==> src/rtl/multdiv_seq_if.sv <==
// Request/result bundle between the writeback stage and the multiply/divide
// sequencer. The master issues operations; the slave is the sequencer.
interface multdiv_seq_if #(
    parameter int WIDTH = 32
);
    logic             ctrl_MULT;
    logic             ctrl_DIV;
    logic [WIDTH-1:0] data_operandA;
    logic [WIDTH-1:0] data_operandB;
    logic [WIDTH-1:0] data_result;
    logic             data_exception;
    logic             data_resultRDY;
    logic             busy;

    modport master (
        output ctrl_MULT,
        output ctrl_DIV,
        output data_operandA,
        output data_operandB,
        input  data_result,
        input  data_exception,
        input  data_resultRDY,
        input  busy
    );

    modport slave (
        input  ctrl_MULT,
        input  ctrl_DIV,
        input  data_operandA,
        input  data_operandB,
        output data_result,
        output data_exception,
        output data_resultRDY,
        output busy
    );
endinterface

==> src/rtl/multdiv_seq.sv <==
// Iterative signed multiply/divide sequencer.
// One Booth (multiply) or restoring (divide) iteration per clock, stepped by an
// external counter whose enable and clear this block drives, followed by one
// sign/overflow fix-up cycle and a single-cycle result-valid pulse.
//
// state | meaning
// IDLE  | waiting for ctrl_MULT / ctrl_DIV
// RUN   | one iteration per edge; leaves after the edge where count == WIDTH-1
// FIX   | sign correction and overflow/div-by-zero detection, result registered
// DONE  | data_resultRDY high for exactly this cycle
module multdiv_seq #(
    parameter int WIDTH = 32,
    parameter int CNT_W = 6
) (
    input  logic             clk,
    input  logic             clr,
    input  logic [CNT_W-1:0] count,
    output logic             cnt_en,
    output logic             cnt_clr,
    multdiv_seq_if.slave     bus
);

    localparam int ACC_W = 2 * WIDTH + 1;
    localparam logic [WIDTH-1:0] ONE     = WIDTH'(1);
    localparam logic [WIDTH-1:0] MIN_NEG = {1'b1, {(WIDTH-1){1'b0}}};
    localparam logic [CNT_W-1:0] LAST    = CNT_W'(WIDTH - 1);

    typedef enum logic [1:0] {
        IDLE = 2'd0,
        RUN  = 2'd1,
        FIX  = 2'd2,
        DONE = 2'd3
    } state_t;

    state_t state, state_nxt;

    logic             start;
    logic             op_mult;
    logic [WIDTH-1:0] a_reg;
    logic [WIDTH-1:0] b_reg;
    // Multiply: {P, A, q-1}.  Divide: {remainder[WIDTH:0], quotient[WIDTH-1:0]}.
    logic [ACC_W-1:0] acc;
    logic [WIDTH-1:0] result_q;
    logic             exception_q;

    logic [WIDTH-1:0] mag_a_in;
    logic [WIDTH-1:0] mag_b;
    logic [WIDTH:0]   booth_p;
    logic [WIDTH:0]   booth_m;
    logic [WIDTH:0]   booth_sum;
    logic [ACC_W-1:0] booth_nxt;
    logic [WIDTH:0]   div_shift;
    logic [WIDTH:0]   div_diff;
    logic [ACC_W-1:0] div_nxt;
    logic [WIDTH-1:0] fix_result;
    logic             fix_exc;
    logic [WIDTH-1:0] quot;
    logic [WIDTH:0]   prod_hi;

    assign start   = bus.ctrl_MULT | bus.ctrl_DIV;
    assign cnt_clr = start & clr;
    assign cnt_en  = (state == RUN);

    assign bus.busy           = (state == RUN) || (state == FIX);
    assign bus.data_resultRDY = (state == DONE);
    assign bus.data_result    = result_q;
    assign bus.data_exception = exception_q;

    // Operand magnitudes for the divide; the most negative value maps onto
    // itself, which is the correct unsigned magnitude.
    always_comb begin
        mag_a_in = bus.data_operandA[WIDTH-1] ? (~bus.data_operandA + ONE) : bus.data_operandA;
        mag_b    = b_reg[WIDTH-1] ? (~b_reg + ONE) : b_reg;
    end

    // Radix-2 Booth step. P is widened by one bit so that subtracting the most
    // negative multiplicand cannot overflow before the arithmetic shift.
    always_comb begin
        booth_p = {acc[ACC_W-1], acc[ACC_W-1 -: WIDTH]};
        booth_m = {a_reg[WIDTH-1], a_reg};
        case (acc[1:0])
            2'b01:   booth_sum = booth_p + booth_m;
            2'b10:   booth_sum = booth_p - booth_m;
            default: booth_sum = booth_p;
        endcase
        booth_nxt = {booth_sum, acc[WIDTH:1]};
    end

    // Restoring divide step on magnitudes: shift in the next dividend bit, try
    // the subtraction, keep it only if the partial remainder stays non-negative.
    always_comb begin
        div_shift = {acc[ACC_W-2 -: WIDTH], acc[WIDTH-1]};
        div_diff  = div_shift - {1'b0, mag_b};
        if (!div_diff[WIDTH]) begin
            div_nxt = {div_diff, acc[WIDTH-2:0], 1'b1};
        end else begin
            div_nxt = {div_shift, acc[WIDTH-2:0], 1'b0};
        end
    end

    // Fix-up: product truncation overflow, divide sign correction and the two
    // divide corner cases.
    always_comb begin
        fix_result = '0;
        fix_exc    = 1'b0;
        prod_hi    = acc[ACC_W-1:WIDTH];
        quot       = acc[WIDTH-1:0];
        if (op_mult) begin
            fix_result = acc[WIDTH:1];
            fix_exc    = !((&prod_hi) || !(|prod_hi));
        end else if (b_reg == '0) begin
            fix_result = '0;
            fix_exc    = 1'b1;
        end else if ((a_reg == MIN_NEG) && (&b_reg)) begin
            fix_result = MIN_NEG;
            fix_exc    = 1'b1;
        end else begin
            fix_result = (a_reg[WIDTH-1] ^ b_reg[WIDTH-1]) ? (~quot + ONE) : quot;
            fix_exc    = 1'b0;
        end
    end

    // State register.
    always_ff @(posedge clk or negedge clr) begin
        if (!clr) begin
            state <= IDLE;
        end else begin
            state <= state_nxt;
        end
    end

    // Next state; a start restarts from any state and suppresses the pending result.
    always_comb begin
        state_nxt = state;
        if (start) begin
            state_nxt = RUN;
        end else begin
            case (state)
                IDLE:    state_nxt = IDLE;
                RUN:     state_nxt = (count == LAST) ? FIX : RUN;
                FIX:     state_nxt = DONE;
                DONE:    state_nxt = IDLE;
                default: state_nxt = IDLE;
            endcase
        end
    end

    // Operand capture and per-edge iteration of the accumulator.
    always_ff @(posedge clk or negedge clr) begin
        if (!clr) begin
            op_mult <= 1'b0;
            a_reg   <= '0;
            b_reg   <= '0;
            acc     <= '0;
        end else if (start) begin
            op_mult <= bus.ctrl_MULT;
            a_reg   <= bus.data_operandA;
            b_reg   <= bus.data_operandB;
            if (bus.ctrl_MULT) begin
                acc <= {{WIDTH{1'b0}}, bus.data_operandB, 1'b0};
            end else begin
                acc <= {{(WIDTH+1){1'b0}}, mag_a_in};
            end
        end else if (state == RUN) begin
            acc <= op_mult ? booth_nxt : div_nxt;
        end
    end

    // Result registers; they hold until the next completed fix-up.
    always_ff @(posedge clk or negedge clr) begin
        if (!clr) begin
            result_q    <= '0;
            exception_q <= 1'b0;
        end else if ((state == FIX) && !start) begin
            result_q    <= fix_result;
            exception_q <= fix_exc;
        end
    end

endmodule

==> src/flat_wrapper.sv <==
// flat-port wrapper written by rule: the top's interface ports become plain ports
module multdiv_seq_flat 
#(
    parameter int WIDTH = 32,
    parameter int CNT_W = 6
)
  (clk, clr, count, cnt_en, cnt_clr, bus_ctrl_MULT, bus_ctrl_DIV, bus_data_operandA, bus_data_operandB, bus_data_result, bus_data_exception, bus_data_resultRDY, bus_busy);
  multdiv_seq_if #(.WIDTH(WIDTH)) bus_i ();
  input  logic clk;
  input  logic clr;
  input  logic [CNT_W-1:0] count;
  output logic cnt_en;
  output logic cnt_clr;
  input wire logic [$bits(bus_i.ctrl_MULT)-1:0] bus_ctrl_MULT;
  input wire logic [$bits(bus_i.ctrl_DIV)-1:0] bus_ctrl_DIV;
  input wire logic [$bits(bus_i.data_operandA)-1:0] bus_data_operandA;
  input wire logic [$bits(bus_i.data_operandB)-1:0] bus_data_operandB;
  output wire logic [$bits(bus_i.data_result)-1:0] bus_data_result;
  output wire logic [$bits(bus_i.data_exception)-1:0] bus_data_exception;
  output wire logic [$bits(bus_i.data_resultRDY)-1:0] bus_data_resultRDY;
  output wire logic [$bits(bus_i.busy)-1:0] bus_busy;
  assign bus_i.ctrl_MULT = bus_ctrl_MULT;
  assign bus_i.ctrl_DIV = bus_ctrl_DIV;
  assign bus_i.data_operandA = bus_data_operandA;
  assign bus_i.data_operandB = bus_data_operandB;
  assign bus_data_result = bus_i.data_result;
  assign bus_data_exception = bus_i.data_exception;
  assign bus_data_resultRDY = bus_i.data_resultRDY;
  assign bus_busy = bus_i.busy;
  multdiv_seq #(.WIDTH(WIDTH), .CNT_W(CNT_W)) u_core (.clk(clk), .clr(clr), .count(count), .cnt_en(cnt_en), .cnt_clr(cnt_clr), .bus(bus_i));
endmodule
==> config.mk <==
export PLATFORM = sky130hd
export DESIGN_NAME = multdiv_seq_flat
export DESIGN_NICKNAME = d
export VERILOG_FILES = /design/src/rtl/multdiv_seq_if.sv /design/src/rtl/multdiv_seq.sv /design/src/flat_wrapper.sv
export SDC_FILE = /design/constraint.sdc
export NUM_CORES = 1
export LEC_CHECK = 0
export CELL_PAD_IN_SITES_DETAIL_PLACEMENT = 0
export CELL_PAD_IN_SITES_GLOBAL_PLACEMENT = 1
export CORE_ASPECT_RATIO = 1.1
export CORE_MARGIN = 3
export CORE_UTILIZATION = 45
export CTS_CLUSTER_SIZE = 28
export DETAILED_ROUTE_END_ITERATION = 16
export GPL_TIMING_DRIVEN = 0
export PLACE_DENSITY_LB_ADDON = 0.1
export SLEW_MARGIN = 0
export SYNTH_ARGS = -nofsm -noshare
export SYNTH_HDL_FRONTEND = slang
export SYNTH_SLANG_ARGS = --single-unit
==> constraint.sdc <==
create_clock -name clk -period 7.85 [get_ports clk]
set_input_delay 1.57 -clock clk [delete_from_list [all_inputs] [get_ports clk]]
set_output_delay 1.57 -clock clk [all_outputs]
set_load 0.005 [all_outputs]
==> results of run 1 <==
==> worst max-delay path: cells and delay by family (launching register included) <==
family	cells	cell delay, ns
buffers and inverters	2	0.98
adder cells (fa/ha/maj)	2	0.83
flip-flops	1	0.46
AND/OR/NAND/NOR	9	2.19
XOR/XNOR	1	0.29
AO/OA/AOI/OAI	8	2.26
==> cell usage in the layout, fill, tap and decap left out, types with 5 or more instances in the layout <==
master,Yosys,final
a311oi_1,6,6
nand3_1,30,30
o21ai_0,146,146
nand2b_1,10,10
buf_1,18,18
or4_1,8,8
a211oi_1,55,55
o41ai_1,7,7
o31ai_1,22,22
o211ai_1,7,7
inv_1,52,52
nand4_1,32,32
clkbuf_1,108,108
clkbuf_16,0,17
o21ai_1,5,5
nor2b_1,24,24
xnor2_1,102,102
a21o_1,34,34
o21bai_1,5,5
a22oi_1,33,33
o21a_1,11,11
and3_1,16,16
dfrtp_1,165,165
a221oi_1,6,6
ha_1,74,74
or3_1,22,22
mux2i_1,43,43
nand2_1,324,324
nor3_1,41,41
nor4_1,25,25
a21oi_1,164,164
clkdlybuf4s50_1,0,109
and2_1,6,6
a22o_1,10,10
a31oi_1,15,15
nor2_1,141,141
xor2_1,63,63
==> cell families (layout without fill, tap and decap cells) <==
| logic type | after synthesis | after routing | synth area share (%) |
|---|---|---|---|
| simple gates | 701 | 701 | 22.1 |
| buf+inv | 181 | 324 | 4.70 |
| mux | 47 | 47 | 3.28 |
| other cells | 0 | 1 | 0 |
| compound gates | 570 | 570 | 24.8 |
| fa+ha+maj | 76 | 76 | 6.66 |
| xor+xnor | 165 | 165 | 9.97 |
| flops | 165 | 165 | 28.5 |
==> metrics by stage <==
step / worst slack, ns / total power [W] / setup TNS (ns)
after global placement: -2.81 / 0.00238 / -355.56
after detailed placement: 0.895 / 0.00239 / 0
after floorplan: 2.41 / 0.00192 / 0
after global routing: 0.370 / 0.00341 / 0
after CTS: 0.838 / 0.00323 / 0
final: 0.673 / 0.00325 / 0
==> layer usage <==
layer / vias to the layer above / part of all wire, % / routed length, µm
li1: 7089 / - / -
met1: 7318 / 41 / 23700
met2: 632 / 46 / 27100
met3: 196 / 5.6 / 3250
met4: 0 / 7.3 / 4260
met5: - / 0 / 0
==> power breakdown <==
part           leakage (nW)  internal (W)  switching, W
Combinational          4.89      0.000512      0.000867
Clock                 0.275      0.000435      0.000407
Sequential             2.10      0.000910      0.000123
==> worst paths after layout <==
kind,endpoint,cells past startpoint,from
hold reg to reg,u_core.bus.data_result[5]$_DFFE_PN0P_,2,u_core.bus.data_result[5]$_DFFE_PN0P_
setup reg to reg,u_core.acc[56]$_DFFE_PN0P_,22,u_core.b_reg[3]$_DFFE_PN0N_
setup / recovery,u_core.acc[56]$_DFFE_PN0P_,22,u_core.b_reg[3]$_DFFE_PN0N_
hold / removal,u_core.bus.data_result[5]$_DFFE_PN0P_,2,u_core.bus.data_result[5]$_DFFE_PN0P_
min in group asynchronous,u_core.acc[45]$_DFFE_PN0P_,1,clr
max in group asynchronous,u_core.bus.data_result[20]$_DFFE_PN0P_,2,clr
==> cell type report <==
type	instances	area, µm²
clock buffer	20	467
inverter	53	199
antenna	1	2.50
sequential	165	4130
clock inverter	12	93.8
timing repair buffer	111	1130
fill	3169	14800
buffer	128	483
tap	420	526
multi-input combinational	1559	9680
==> qor.txt, run 1 <==
CTS tree -> done
Worst setup SP type -> flop
number of CTS-inserted buffers -> 17
Post-Place Cells -> 2436
Initial Utilization -> 45.9%
LEAKAGE -> 7.26 nW
Pins Over Slew Limit -> 0
Mapped Nets -> 2055
die width -> 177 µm
ys async rst share -> 100%
synth warn -> 0
critical path's most frequent cell -> nand2_1
Synth Flop Type -> dfrtp_1
area share of the largest cell type after synthesis -> 28.5%
Detailed Route Iter0 Violations -> 1579
met1 Track Usage GR -> 41.6%
Final Cell Area -> 16700 µm²
final net count -> 2185
cts repair resizes -> 0
power density cells -> 195 nW/µm²
Max Fanout on Critical Path -> 10
Seq/Total Area, Yosys -> 28.5%
Layout area overhead -> 15.3%
Post-synth EDFFs -> 0
HP Class -> flop to flop
number of port buffers -> 110
Placed Area -> 16200 µm²
RSZ-0062 raised after global routing -> false
number of setup buffers added after CTS -> 0
most common cell in the netlist -> nand2_1
FP Rows -> 68
final std cells w/o fill -> 2469
largest area contributor in the synthesized netlist -> dfrtp_1
Tmin final -> 7.18 ns
largest cells by area after synthesis -> dfrtp_1 (28%), nand2_1 (8.4%), ha_1 (6.4%), xnor2_1 (6.2%), a21oi_1 (5.7%)
Final GP Congestion -> 0.947
Worst-Margin Slew -> 0.944 ns
# H-tree levels -> 4
max FFs per register -> 65
CTS Hold Bufs -> 0
via count -> 15.2k
synthesized cell area -> 14500 µm²
antenna viol nets, final -> 0
final setup violation count -> 0
Synth Register Bits -> 165
met2 GRT Util -> 54.0%
share of layout cells above drive strength 1 -> 2.83%
die area -> 34400 µm²
Layout Utilization -> 53.0%
DP HPWL -> 45.7 mm
first-pass GRT wire length -> 87.7 mm
Worst-path clk slew -> 0.08 ns
total track usage -> 33.5%
status -> completed
CP max stage cell -> or4_4
largest net degree at the start of global routing -> 109
final setup skew -> 0.0138 ns
Crit path required time -> 8.17 ns
fin crit share -> 91.4%
Syn Area/Cell -> 7.61 µm²
clk sinks -> 165
vias in the first global route -> 14.8k
FF-to-FF setup slack -> 0.67 ns
cell count after synthesis -> 1905
global routing usage on met3 -> 5.11%
Max Cap Viol -> 0
top cell types by occurrence after synthesis -> nand2_1 (324), dfrtp_1 (165), a21oi_1 (164)
IO Pins -> 111
hold_ws -> 0.490 ns
root buf cell -> clkbuf_16
Die H -> 194 µm
Worst Path Arrival -> 7.50 ns
GRT overflow -> 0
antenna violations before repair -> 1
DRC -> 0
crit path kind -> flop to flop
critical path capture point type -> flop
WL/cell -> 23.6 µm
Worst slew margin -> 35.5%
drt total wl -> 58.4 mm
clock tree buffer depth -> 2
worst vdd ir -> 0.165 mV
clk_lat worst skew -> 0.46 ns
CP cell instances -> or4_4 > nor2_4 > and3_1 > nand2_1 > or4_1 > nand2_1 > xor2_1 > ha_1 > a21oi_1 > o21ai_0 > nand3_1 > nand2_1 > a31o_2 > o211ai_1 > a21oi_1 > o41a_1 > ha_1 > clkbuf_1 > clkbuf_1 > nand2_1 > o31ai_1 > a31oi_1
busiest grt layer -> met2
number of hold violations in the final report -> 0
Via density -> 6.17
fmax -> 139 MHz
max incr delay on CP -> 0.56 ns
DRT Pass-1 Iters -> 8
Biggest register -> u_core.acc
Cell variety after synth -> 70
core area -> 31600 µm²
Note: power is estimated with default switching activity, not from simulation.
==> run 2, diff against run 1 <==
CAP_MARGIN = 0   (was not set)
SETUP_SLACK_MARGIN = 0.4   (was not set)
==> run 2 against run 1 <==
Compared with the run above: total power is essentially flat; sequential share of layout area is essentially flat; cell count is the same; die area is the same; combinational power is essentially flat; register-to-register slack gained 0.23 ns; first-iteration DRC count shrank 1.5%; clock skew shrank 0.00065 ns; global-route usage is the same; largest power group unchanged.
==> qor.txt, run 2 (synthesized netlist as in run 1, its figures left out) <==
critical path's most frequent cell -> nand2_1
DP HPWL -> 45.7 mm (unchanged)
clk sinks -> 165 (unchanged)
Detailed Route Iter0 Violations -> 1555 (-1.5%)
CP cell instances -> or4_4 > nor2_4 > and3_1 > nand2_1 > or4_1 > nand2_1 > xor2_1 > ha_1 > a21oi_1 > o21ai_0 > nand3_1 > nand2_1 > a31o_2 > o211ai_1 > a21oi_1 > o41a_1 > ha_1 > inv_1 > clkbuf_1 > nor3_1 > a2111oi_0 > nor4_1
power density cells -> 195 nW/µm² (about the same)
final net count -> 2185 (unchanged)
number of port buffers -> 110 (unchanged)
GRT overflow -> 0 (unchanged)
Filler cells -> 3169 (unchanged)
Worst slew margin -> 35.5% (+0.071 points)
max FFs per register -> 65 (unchanged)
DRC -> 0 (unchanged)
number of CTS-inserted buffers -> 17 (unchanged)
first-pass GRT wire length -> 87.7 mm (unchanged)
cell count of the worst hold path -> 2 (unchanged)
FF+latch area -> 4130 µm² (unchanged)
final std cells w/o fill -> 2469 (unchanged)
share of layout cells above drive strength 1 -> 2.88% (+0.049 points)
fmax -> 144 MHz (+3.3%)
most common cell after layout, fill and taps aside -> nand2_1
WP depth -> 22 (unchanged)
worst-case reg-to-reg path depth -> 22 (unchanged)
Tmin final -> 6.95 ns (-0.228 ns)
Crit path required time -> 8.15 ns (-0.02 ns)
die area -> 34400 µm² (unchanged)
DRT Pass-1 Iters -> 5 (-3)
status -> completed
Via density -> 6.14 (-0.41%)
multi-input logic area -> 9680 µm² (unchanged)
Max Cap Viol -> 0 (unchanged)
Max Fanout on Critical Path -> 10 (unchanged)
drt total wl -> 58.3 mm (about the same)
Crit path buffers/inverters -> 2 (unchanged)
Hold EP -> u_core.bus.data_result[5]$_DFFE_PN0P_
RSZ-0062 raised after global routing -> false
Worst-Margin Slew -> 0.943 ns (-0.00104 ns)
IO Pins -> 111 (unchanged)
largest net degree at the start of global routing -> 109 (unchanged)
die width -> 177 µm (unchanged)
Worst setup SP type -> flop
worst vdd ir -> 0.166 mV (+0.63%)
number of hold violations in the final report -> 0 (unchanged)
WL/cell -> 23.6 µm (about the same)
reg-to-reg endpoint -> u_core.acc[47]$_DFFE_PN0P_
Worst-path clk slew -> 0.08 ns (about the same)
Worst Path Arrival -> 7.25 ns (-0.25 ns)
Layout Utilization -> 53.0% (about the same)
# H-tree levels -> 4 (unchanged)
CP max stage cell -> a2111oi_0
most frequent cells in the layout -> nand2_1 (324), dfrtp_1 (165), a21oi_1 (164)
Post-Place Cells -> 2436 (unchanged)
Pins Over Slew Limit -> 0 (unchanged)
Initial Utilization -> 45.9% (unchanged)
Final GP Congestion -> 0.947 (unchanged)
CTS tree -> done
Worst path top cell family by delay -> compound AO/OA/AOI/OAI gates
FF-to-FF setup slack -> 0.90 ns (+0.23 ns)
antenna viol nets, final -> 0 (unchanged)
critical path capture point type -> flop
vias in the first global route -> 14.8k (unchanged)
root buf cell -> clkbuf_16
HP Class -> flop to flop
clock tree buffer depth -> 2 (unchanged)
crit path kind -> flop to flop
antenna violations before repair -> 1 (unchanged)
worst slack, placed -> 0.895 ns (unchanged)
Setup WS post-layout -> 0.902 ns (+0.228 ns)
LEAKAGE -> 7.26 nW (about the same)
clk_lat worst skew -> 0.46 ns (about the same)
number of setup buffers added after CTS -> 0 (unchanged)
FP Rows -> 68 (unchanged)
Reg-to-Reg Start -> u_core.b_reg[3]$_DFFE_PN0N_
Layout area overhead -> 15.3% (about the same)
via count -> 15.2k (-0.41%)
Hold Path Origin -> u_core.bus.data_result[5]$_DFFE_PN0P_
TNS Setup -> 0 ns (unchanged)
core area -> 31600 µm² (unchanged)
hold_ws -> 0.490 ns (+0.00000600 ns)
final setup violation count -> 0 (unchanged)
max incr delay on CP -> 0.85 ns (+0.29 ns)
Biggest register -> u_core.acc
Die H -> 194 µm (unchanged)
final setup skew -> 0.0131 ns (-0.000647 ns)
total track usage -> 33.5% (unchanged)
fin crit share -> 88.5% (-2.9 points)
==> run 2: cell counts in the layout (fill, tap and decap cells not counted) <==
Identical to the previous run, type by type.
==> run 2: metal layers <==
metal | global-route usage, % | vias up | part of all wire, %
met1 | 41.6 | 7285 | 40
met5 | 0 | - | 0
met2 | 54.0 | 604 | 47
met3 | 5.11 | 190 | 5.8
li1 | - | 7093 | -
met4 | 21.3 | 0 | 7.2
==> run 2: stage by stage <==
stage / total power (W) / cell area (µm²)
6_report: 0.00325 / 16700
3_3_place_gp: 0.00238 / 16100
3_5_place_dp: 0.00239 / 16200
5_1_grt: 0.00341 / 16700
2_1_floorplan: 0.00192 / 14500
4_1_cts: 0.00323 / 16700
==> run 2: worst max-delay path by stage <==
stage	startpoint	endpoint	slack, ns
after detailed placement	u_core.b_reg[3]$_DFFE_PN0N_	u_core.acc[56]$_DFFE_PN0P_	0.89
after CTS	u_core.b_reg[3]$_DFFE_PN0N_	u_core.acc[56]$_DFFE_PN0P_	0.84
after global placement	clr	cnt_clr	-2.81
after global routing	u_core.b_reg[2]$_DFFE_PN0N_	u_core.acc[56]$_DFFE_PN0P_	0.62
final	u_core.b_reg[3]$_DFFE_PN0N_	u_core.acc[47]$_DFFE_PN0P_	0.90
after floorplan	u_core.b_reg[3]$_DFFE_PN0N_	u_core.acc[0]$_DFFE_PN0P_	2.41
==> run 2: tightest hold or removal path, delay by kind of cell (launching register included) <==
family | cells | cell delay [ns]
AOI/OAI and AO/OA | 1 | 0.07
DFF | 1 | 0.34
and+or+nand+nor | 1 | 0.04
==> run 2: report_power, final <==
part / switching [W] / internal [W] / total (W)
combinational: 0.000868 / 0.000512 / 0.00138
sequential: 0.000123 / 0.000910 / 0.00103
clock: 0.000406 / 0.000435 / 0.000841
total: 0.00140 / 0.00186 / 0.00325
==> run 2: layout make-up <==
cell class,count,share of cell area (%)
antenna,1,0.0150
buffer,128,2.90
clock buffer,20,2.79
clock inverter,12,0.561
inverter,53,1.19
multi-input combinational,1559,57.9
sequential,165,24.7
tap,420,3.14
timing repair buffer,111,6.78
==> run 2: timing repair <==
action                                  CTS  global route
hold buffers                              0             0
endpoints found under the setup margin    0             1
resized for setup                         0             2
==> run 3, diff against run 2 <==
clock period = 6.8 ns   (was 7.85 ns; I/O delays follow)
==> run 3 against run 2 <==
Compared with the run above: cell count hardly changed; sequential power is 16% higher; register-to-register slack worse by 0.22 ns; routed wire length decreased by 0.26%; sequential share of layout area fell by 0.11 points; fmax is 14% higher; final area up 0.43%; critical path depth shrank 1; first-iteration DRC count is 4.1% lower; critical endpoint is now u_core.acc[32]$_DFFE_PN0P_; non-clock buffer count is 1 higher; flip-flop and latch count is the same; setup slack got worse by 0.22 ns.
==> qor.txt, run 3 (synthesized netlist as in run 1, its figures left out) <==
cell count of the worst hold path -> 2 (unchanged)
clk_lat worst skew -> 0.46 ns (about the same)
clk sinks -> 165 (unchanged)
FP Rows -> 68 (unchanged)
total power -> 0.00377 W (+16%)
WL/cell -> 23.6 µm (-0.34%)
Max Cap Viol -> 0 (unchanged)
Crit path buffers/inverters -> 2 (unchanged)
Worst-Margin Slew -> 0.954 ns (+0.0113 ns)
die area -> 34400 µm² (unchanged)
share of layout cells above drive strength 1 -> 3.71% (+0.83 points)
root buf cell -> clkbuf_16
Via density -> 6.17 (+0.39%)
max incr delay on CP -> 0.57 ns (-0.28 ns)
fmax -> 164 MHz (+14%)
number of hold violations in the final report -> 0 (unchanged)
status -> completed
Worst path top cell family by delay -> simple AND/OR/NAND/NOR gates
Post-Place Cells -> 2436 (unchanged)
final setup violation count -> 0 (unchanged)
GRT overflow -> 0 (unchanged)
CP max stage cell -> or4_4
die width -> 177 µm (unchanged)
DP HPWL -> 45.7 mm (unchanged)
Final GP Congestion -> 0.947 (unchanged)
antenna viol nets, final -> 0 (unchanged)
Pins Over Slew Limit -> 0 (unchanged)
worst vdd ir -> 0.188 mV (+13%)
DR WL met3 -> 3.44 mm (+2.4%)
clock tree buffer depth -> 2 (unchanged)
via count -> 15.2k (+0.47%)
Biggest register -> u_core.acc
DRT Pass-1 Iters -> 5 (unchanged)
Max Fanout on Critical Path -> 10 (unchanged)
antenna violations before repair -> 1 (unchanged)
first-pass GRT wire length -> 87.7 mm (about the same)
Tmin final -> 6.12 ns (-0.833 ns)
most common cell after layout, fill and taps aside -> nand2_1
crit path kind -> flop to flop
vias in the first global route -> 14.9k (+0.088%)
Layout area overhead -> 15.8%
critical path's most frequent cell -> o21ai_0
Worst Path Arrival -> 6.48 ns (-0.77 ns)
core area -> 31600 µm² (unchanged)
FF-to-FF setup slack -> 0.68 ns (-0.22 ns)
worst-case reg-to-reg path depth -> 21 (-4.5%)
DRC -> 0 (unchanged)
Die H -> 194 µm (unchanged)
IO Pins -> 111 (unchanged)
Initial Utilization -> 45.9% (unchanged)
Detailed Route Iter0 Violations -> 1492 (-4.1%)
number of port buffers -> 110 (unchanged)
CP cell instances -> or4_4 > nor2_4 > and3_1 > nand2_1 > or4_1 > or3_4 > nand2_1 > xor2_1 > ha_1 > and2_1 > a31o_2 > o211ai_1 > a21oi_1 > o41a_1 > ha_2 > buf_4 > buf_4 > o21ai_0 > o211ai_1 > o21ai_0 > o21ai_0
max layer used -> met4
LEAKAGE -> 7.29 nW (+0.36%)
fin crit share -> 89.9% (+1.4 points)
Worst-path clk slew -> 0.07 ns (about the same)
number of CTS-inserted buffers -> 17 (unchanged)
Worst slew margin -> 36.4% (+0.87 points)
critical path capture point type -> flop
most frequent cells in the layout -> nand2_1 (323), dfrtp_1 (165), a21oi_1 (163)
final std cells w/o fill -> 2471 (+0.081%)
final net count -> 2186 (+0.046%)
power density cells -> 225 nW/µm² (+15%)
largest net degree at the start of global routing -> 109 (unchanged)
RSZ-0062 raised after global routing -> true
final setup skew -> 0.0148 ns (+0.00167 ns)
HP Class -> flop to flop
met2 WL -> 27.2 mm (about the same)
Crit path required time -> 7.17 ns (-0.98 ns)
WP depth -> 21 (-4.5%)
drt total wl -> 58.2 mm (-0.26%)
Filler cells -> 3166 (-0.095%)
max FFs per register -> 65 (unchanged)
CTS tree -> done
metal1 wirelength -> 23.3 mm (-1.2%)
Worst setup SP type -> flop
# H-tree levels -> 4 (unchanged)
total track usage -> 33.4% (about the same)
run 3: worst paths after layout:
check | startpoint | endpoint
setup / recovery | u_core.b_reg[3]$_DFFE_PN0N_ | u_core.acc[32]$_DFFE_PN0P_
hold / removal | u_core.bus.data_result[7]$_DFFE_PN0P_ | u_core.bus.data_result[7]$_DFFE_PN0P_
setup reg to reg | u_core.b_reg[3]$_DFFE_PN0N_ | u_core.acc[32]$_DFFE_PN0P_
hold reg to reg | u_core.bus.data_result[7]$_DFFE_PN0P_ | u_core.bus.data_result[7]$_DFFE_PN0P_
max in group asynchronous | clr | u_core.bus.data_result[20]$_DFFE_PN0P_
min in group asynchronous | clr | u_core.acc[45]$_DFFE_PN0P_
run 3: timing repair:
item / CTS / global route
endpoints found under the hold margin: 0 / 0
gates resized for setup: 6 / 21
pin swaps: 0 / 2
setup buffers: 0 / 1
hold buffers: 0 / 0
setup endpoints to repair: 19 / 33
run 3: power by group:
| part | total, W | internal [W] | switching, W |
|---|---|---|---|
| Sequential | 0.00119 | 0.00105 | 0.000143 |
| Combinational | 0.00161 | 0.000600 | 0.00101 |
| Clock | 0.000971 | 0.000503 | 0.000468 |
| Total | 0.00377 | 0.00215 | 0.00162 |
run 3: routing by layer:
metal  vias up  GRT usage, %
li1       7097             -
met4         0          21.3
met1      7301          41.4
met5         -             0
met3       193          5.25
met2       653          54.0
run 3: layout make-up:
cell class / count / area [µm²] / share of cell area, %
multi-input combinational: 1559 / 9730 / 58.0
sequential: 165 / 4130 / 24.6
timing repair buffer: 112 / 1140 / 6.80
tap: 420 / 526 / 3.13
buffer: 128 / 495 / 2.95
clock buffer: 20 / 467 / 2.78
inverter: 53 / 199 / 1.18
clock inverter: 12 / 93.8 / 0.559
antenna: 2 / 5.00 / 0.0298
run 3: worst min-delay path: cells and delay by family, from the launching register on:
family	cells	cell delay [ns]
DFF	1	0.34
AOI/OAI and AO/OA	1	0.06
and+or+nand+nor	1	0.04
run 3: through the flow:
stage | hold slack [ns] | TNS (ns) | util [%] | setup slack (ns) | instance area (µm²)
final | 0.489 | 0 | 53.2 | 0.685 | 16800
after floorplan | 0.473 | 0 | - | 1.36 | 14500
after CTS | 0.492 | 0 | 53.0 | 0.288 | 16700
after detailed placement | 0.474 | -0.155 | 51.2 | -0.155 | 16200
after global routing | 0.511 | 0 | 53.2 | 0.364 | 16800
after global placement | 0.464 | -495.07 | 51.1 | -3.44 | 16100
